`src/rtl/gol_pkg.sv`:
```
// Shared types and constants for the Game of Life generation sequencer.
// Rule masks are indexed by live-neighbour count (0..8).
package gol_pkg;

  typedef enum logic [1:0] {
    IDLE,
    COMPUTE,
    COMMIT
  } state_e;

  localparam logic [8:0] BIRTH_MASK   = 9'b000001000;
  localparam logic [8:0] SURVIVE_MASK = 9'b000001100;

  function automatic int row_wrap(
    input int r,
    input int d,
    input int n
  );
    return (r + d + n) % n;
  endfunction

endpackage

```
`src/rtl/gol_cell_rule.sv`:
```
// Single-cell B3/S23 rule: neighbour count via a small adder tree,
// then a lookup into the birth or survive mask.
module gol_cell_rule
  import gol_pkg::*;
(
  input  logic       cur_i,
  input  logic [7:0] nb_i,
  output logic       next_o
);

  logic [1:0] p0, p1, p2, p3;
  logic [2:0] q0, q1;
  logic [3:0] n;

  assign p0 = {1'b0, nb_i[0]} + {1'b0, nb_i[1]};
  assign p1 = {1'b0, nb_i[2]} + {1'b0, nb_i[3]};
  assign p2 = {1'b0, nb_i[4]} + {1'b0, nb_i[5]};
  assign p3 = {1'b0, nb_i[6]} + {1'b0, nb_i[7]};
  assign q0 = {1'b0, p0} + {1'b0, p1};
  assign q1 = {1'b0, p2} + {1'b0, p3};
  assign n  = {1'b0, q0} + {1'b0, q1};

  assign next_o = cur_i ? SURVIVE_MASK[n] : BIRTH_MASK[n];

endmodule

```
`src/rtl/gol_gen_sequencer.sv`:
```
// Register-held Game of Life grid; one row per clock into a shadow
// buffer, whole-grid commit at the end of each generation.
module gol_gen_sequencer
  import gol_pkg::*;
#(
  parameter int W     = 8,
  parameter int H     = 8,
  parameter int WRAP  = 1,
  parameter int GEN_W = 16
) (
  input  logic                 clk,
  input  logic                 rst_n,
  input  logic                 load_en,
  input  logic [$clog2(H)-1:0] load_row,
  input  logic [W-1:0]         load_data,
  input  logic                 step,
  output logic                 busy,
  output logic                 done,
  output logic [GEN_W-1:0]     gen_count,
  output logic                 still,
  output logic                 extinct,
  input  logic [$clog2(H)-1:0] rd_row,
  output logic [W-1:0]         rd_data
);

  localparam int RW = $clog2(H);

  state_e           state_q, state_d;
  logic [RW-1:0]    row_q, row_d;
  logic [W-1:0]     grid_q   [H];
  logic [W-1:0]     shadow_q [H];
  logic [GEN_W-1:0] gen_q;
  logic             done_q, still_q, extinct_q;
  logic [W-1:0]     rd_q;

  logic [W-1:0] up, mid, dn, nxt;
  logic         grid_zero, shadow_zero, same;

  // Rows outside the grid read as dead unless the field is toroidal.
  always_comb begin
    up  = '0;
    dn  = '0;
    mid = grid_q[row_q];
    if (WRAP != 0 || row_q != '0)
      up = grid_q[RW'(row_wrap(int'(row_q), -1, H))];
    if (WRAP != 0 || int'(row_q) != H - 1)
      dn = grid_q[RW'(row_wrap(int'(row_q), 1, H))];
  end

  for (genvar c = 0; c < W; c++) begin : g_col
    localparam int CL    = (c + W - 1) % W;
    localparam int CR    = (c + 1) % W;
    localparam bit HAS_L = (WRAP != 0) || (c != 0);
    localparam bit HAS_R = (WRAP != 0) || (c != W - 1);
    logic [7:0] nb;
    assign nb = {up[CL] & HAS_L, up[c], up[CR] & HAS_R,
                 mid[CL] & HAS_L, mid[CR] & HAS_R,
                 dn[CL] & HAS_L, dn[c], dn[CR] & HAS_R};
    gol_cell_rule u_rule (
      .cur_i  (mid[c]),
      .nb_i   (nb),
      .next_o (nxt[c])
    );
  end

  always_comb begin
    grid_zero   = 1'b1;
    shadow_zero = 1'b1;
    same        = 1'b1;
    for (int i = 0; i < H; i++) begin
      if (grid_q[i] != '0) grid_zero = 1'b0;
      if (shadow_q[i] != '0) shadow_zero = 1'b0;
      if (shadow_q[i] != grid_q[i]) same = 1'b0;
    end
  end

  always_comb begin
    state_d = state_q;
    row_d   = row_q;
    unique case (state_q)
      IDLE: begin
        if (step) begin
          state_d = COMPUTE;
          row_d   = '0;
        end
      end
      COMPUTE: begin
        if (int'(row_q) == H - 1) state_d = COMMIT;
        else row_d = row_q + RW'(1);
      end
      COMMIT:  state_d = IDLE;
      default: state_d = IDLE;
    endcase
  end

  always_ff @(posedge clk) begin
    if (!rst_n) begin
      state_q   <= IDLE;
      row_q     <= '0;
      gen_q     <= '0;
      done_q    <= 1'b0;
      still_q   <= 1'b0;
      extinct_q <= 1'b1;
      rd_q      <= '0;
      for (int i = 0; i < H; i++) begin
        grid_q[i]   <= '0;
        shadow_q[i] <= '0;
      end
    end else begin
      state_q <= state_d;
      row_q   <= row_d;
      done_q  <= (state_q == COMMIT);
      rd_q    <= grid_q[rd_row];
      unique case (state_q)
        IDLE: begin
          extinct_q <= grid_zero;
          if (load_en) begin
            grid_q[load_row] <= load_data;
            still_q          <= 1'b0;
          end
        end
        COMPUTE: shadow_q[row_q] <= nxt;
        COMMIT: begin
          grid_q    <= shadow_q;
          still_q   <= same;
          extinct_q <= shadow_zero;
          gen_q     <= gen_q + GEN_W'(1);
        end
        default: ;
      endcase
    end
  end

  assign busy      = (state_q != IDLE);
  assign done      = done_q;
  assign gen_count = gen_q;
  assign still     = still_q;
  assign extinct   = extinct_q;
  assign rd_data   = rd_q;

endmodule
```
`config.mk`:
```
export PLATFORM = sky130hd
export DESIGN_NAME = gol_gen_sequencer
export DESIGN_NICKNAME = d
export VERILOG_FILES = /design/src/rtl/gol_pkg.sv /design/src/rtl/gol_cell_rule.sv /design/src/rtl/gol_gen_sequencer.sv
export SDC_FILE = /design/constraint.sdc
export NUM_CORES = 1
export LEC_CHECK = 0
export CAP_MARGIN = 20
export CORE_MARGIN = 5
export CORE_UTILIZATION = 45
export DETAILED_ROUTE_END_ITERATION = 12
export DONT_BUFFER_PORTS = 1
export GPL_ROUTABILITY_DRIVEN = 0
export HOLD_SLACK_MARGIN = 0.05
export PLACE_DENSITY = 0.6
export SETUP_SLACK_MARGIN = 0.2
export SLEW_MARGIN = 15
export SYNTH_ARGS = -nofsm -noshare
export SYNTH_HDL_FRONTEND = slang
export SYNTH_SLANG_ARGS = --single-unit
```
`constraint.sdc`:
```
create_clock -name clk -period 14.5 [get_ports clk]
set_input_delay 2.175 -clock clk [delete_from_list [all_inputs] [get_ports clk]]
set_output_delay 2.175 -clock clk [all_outputs]
set_load 0.01 [all_outputs]
```
==> flow_summary.json <==
{
  "place_ws_ns": 8.72,
  "fin_skew_ns": 0.0140,
  "hp-class": "reg -> reg",
  "synth_edf_count": 0,
  "tns_ns": 0,
  "ir_worst_vdd_mv": 0.0611,
  "drt-total-wl_um": 34800,
  "cts_sinks": 160,
  "hpwl_um": 25200,
  "yosysTopAreaCell": "dfxtp_1",
  "numCtsBuffers": 17,
  "syn_to_final_growth_pct": 6.54,
  "power_leakage_nw": 4.36,
  "first_global_vias": 8090,
  "start_util_pct": 45.5,
  "slew_viol_final": 0,
  "cts.clk_slew.worst_paths_ns": 0.07,
  "ys.warnings.count": 0,
  "synth_top_area_share_pct": 31.3,
  "post_cts_buffers": 0,
  "antenna_found_initial": 0,
  "fmax_mhz": 171,
  "cts_hold_buf": 0,
  "synth_area_sq_um": 10200,
  "rsz0062_at_grt": "no",
  "first_iter_violations": 1393,
  "slew_headroom_pct": 21.8,
  "cts_resized": 0,
  "setup_violations": 0,
  "drtPass1Iterations": 7,
  "end_kind": "flop",
  "avgSynthCellArea_sq_um": 9.82,
  "die_y_um": 161,
  "timing.final.ws_setup_ns": 8.67,
  "synth_fp_nets": 1120,
  "ys_seq_elements": 160,
  "io_buffers": 0,
  "seqCellArea_sq_um": 3200,
  "stdcell_count": 1306,
  "yosys.cell_types.count": 57,
  "stdcell_area_sq_um": 10900,
  "num-nets-final": 1087,
  "drv_cap": 0,
  "grt_overflow": 0,
  "async_flop_share_pct": 0,
  "critPathRequiredTime_ns": 14.84,
  "crit_arrival_ns": 6.17,
  "final_layout_size_suffix_gt1_share_pct": 12.2,
  "post_dp_cell_area_sq_um": 10300,
  "finalCriticalPeriod_ns": 5.83,
  "track_usage_pct": 27.0,
  "grt_start_max_net_pins": 101,
  "placed_cells": 1275,
  "powerDensity_nw_per_um2": 89.6,
  "htree_levels": 4,
  "timing.final.crit_share_pct": 40.2,
  "rows": 55,
  "clk_latency_ns": 0.44,
  "status": "finished, final reports clean",
  "drc": 0,
  "wl_per_cell_um": 26.7,
  "viasPerCell": 6.63,
  "dieArea_sq_um": 25900,
  "fillerInstances": 2106,
  "synth_common_cells": "dfxtp_1 (160), nand2_1 (102), nor2_1 (93)",
  "multi_input_area_sq_um": 6570,
  "worst_pin_slew_ns": 1.17,
  "ctsRootBufferMaster": "clkbuf_16",
  "path_class": "reg -> reg",
  "start_kind": "flop",
  "total_power_uw": 977,
  "yosysMostFrequentCell": "dfxtp_1",
  "antennaDiodeCount": 0,
  "hold_violations": 0,
  "yosysSeqAreaShare_pct": 31.3,
  "crit_fanout": 16,
  "synth.area.top_cells": "dfxtp_1 (31%), mux4_2 (9.7%), mux2i_1 (8.3%)",
  "netlist_instances": 1042,
  "boundaryPins": 46,
  "ant_nets": 0,
  "grt_pass1_wl_um": 52900,
  "tritoncts": "done",
  "via_count": 8655,
  "ys.flop_type": "dfxtp_1",
  "cts.path.max_buffers": 2,
  "coreArea_sq_um": 22500,
  "chipWidth_um": 161
}
## logic make-up (layout without fill, tap and decap cells)
family | after synthesis | count (layout) | share of synthesized area (%)
AND/OR/NAND/NOR | 313 | 313 | 14.7
XOR/XNOR | 78 | 78 | 6.75
flip-flops | 160 | 160 | 31.3
multiplexers | 155 | 155 | 22.0
AO/OA/AOI/OAI | 173 | 173 | 11.0
buffers and inverters | 103 | 82 | 4.56
adder cells (fa/ha/maj) | 60 | 60 | 9.61
## stage by stage
step / hold WS (ns) / util (%)
3_5_place_dp: 0.505 / 46.0
5_1_grt: 0.542 / 48.5
2_1_floorplan: 0.469 / -
3_3_place_gp: 0.500 / 46.0
4_1_cts: 0.514 / 48.5
6_report: 0.518 / 48.5
## cell type report
cell class	instances	area share [%]
Clock inverter	11	0.975
Clock buffer	20	4.19
Multi-Input combinational cell	779	60.3
Tap cell	285	3.27
Timing Repair Buffer	4	0.275
Sequential cell	160	29.4
Inverter	47	1.63
## per-layer routing
layer  up-vias  GRT usage [%]  part of all wire (%)
met1      4197           38.0                    41
met3       123           5.06                    11
met4         0           11.2                   5.1
li1       3723              -                     -
met2       612           41.0                    43
met5         -              0                     0
## cell usage in the layout, fill, tap and decap left out, types with 2 or more instances in the layout
| master | Yosys | final |
|---|---|---|
| a21oi_1 | 17 | 17 |
| nand2b_1 | 7 | 6 |
| nand3_1 | 22 | 22 |
| clkbuf_8 | 0 | 2 |
| clkinv_4 | 0 | 2 |
| mux4_2 | 44 | 44 |
| and4_1 | 3 | 3 |
| nor2b_1 | 3 | 3 |
| and2_1 | 4 | 4 |
| nor3_4 | 3 | 3 |
| mux4_1 | 8 | 8 |
| or3_1 | 2 | 2 |
| a31oi_1 | 3 | 3 |
| o211ai_1 | 2 | 2 |
| mux2i_1 | 85 | 85 |
| ha_1 | 29 | 29 |
| fa_1 | 31 | 31 |
| and3_1 | 5 | 5 |
| o211ai_2 | 5 | 5 |
| mux2_2 | 18 | 18 |
| inv_6 | 0 | 2 |
| a211oi_2 | 3 | 3 |
| xor2_1 | 32 | 32 |
| clkinvlp_4 | 0 | 2 |
| inv_1 | 40 | 40 |
| nand4_1 | 19 | 19 |
| inv_2 | 6 | 6 |
| clkinv_2 | 0 | 4 |
| o21ai_0 | 74 | 74 |
| clkbuf_16 | 0 | 17 |
| buf_4 | 1 | 4 |
| xnor2_1 | 45 | 45 |
| nand2_1 | 102 | 102 |
| nor4_1 | 41 | 41 |
| dfxtp_1 | 160 | 159 |
| a211oi_1 | 61 | 61 |
| nor2_1 | 93 | 93 |
## worst max-delay path, cell delays in order, from the launching register on
cell and delay (ns):
dfxtp_1 0.81, inv_2 0.29, ha_1 0.32, xnor2_2 0.51, mux4_2 0.58, mux2_2 0.33
fa_1 0.51, inv_1 0.05, fa_1 0.46, fa_1 0.49, inv_1 0.04, ha_1 0.20
fa_1 0.38, o21ai_0 0.16, nand3_1 0.34, o21ai_0 0.29
## power by group
group	leakage [nW]	internal [mW]	switching [mW]	total [mW]
Sequential	1.29	0.444	0.0110	0.455
Combinational	2.79	0.0333	0.0458	0.0790
Clock	0.275	0.246	0.197	0.443
Total	4.36	0.723	0.253	0.977
## worst paths after layout
check | from | to | slack, ns | cells after the start
max | row_q[1] | shadow_q[15] | 8.67 | 15
min | shadow_q[26] | shadow_q[26] | 0.52 | 2
max reg2reg | row_q[1] | shadow_q[15] | 8.67 | 15
min reg2reg | shadow_q[26] | shadow_q[26] | 0.52 | 2
## flip-flops by register name (all words and copies together), names as in the netlist
signal	flops
done	1
extinct	1
gen_count	16
grid_q	64
rd_data	8
row_q	3
shadow_q	64
state_q	2
still	1
No activity file was read; power rests on OpenSTA's default activity.
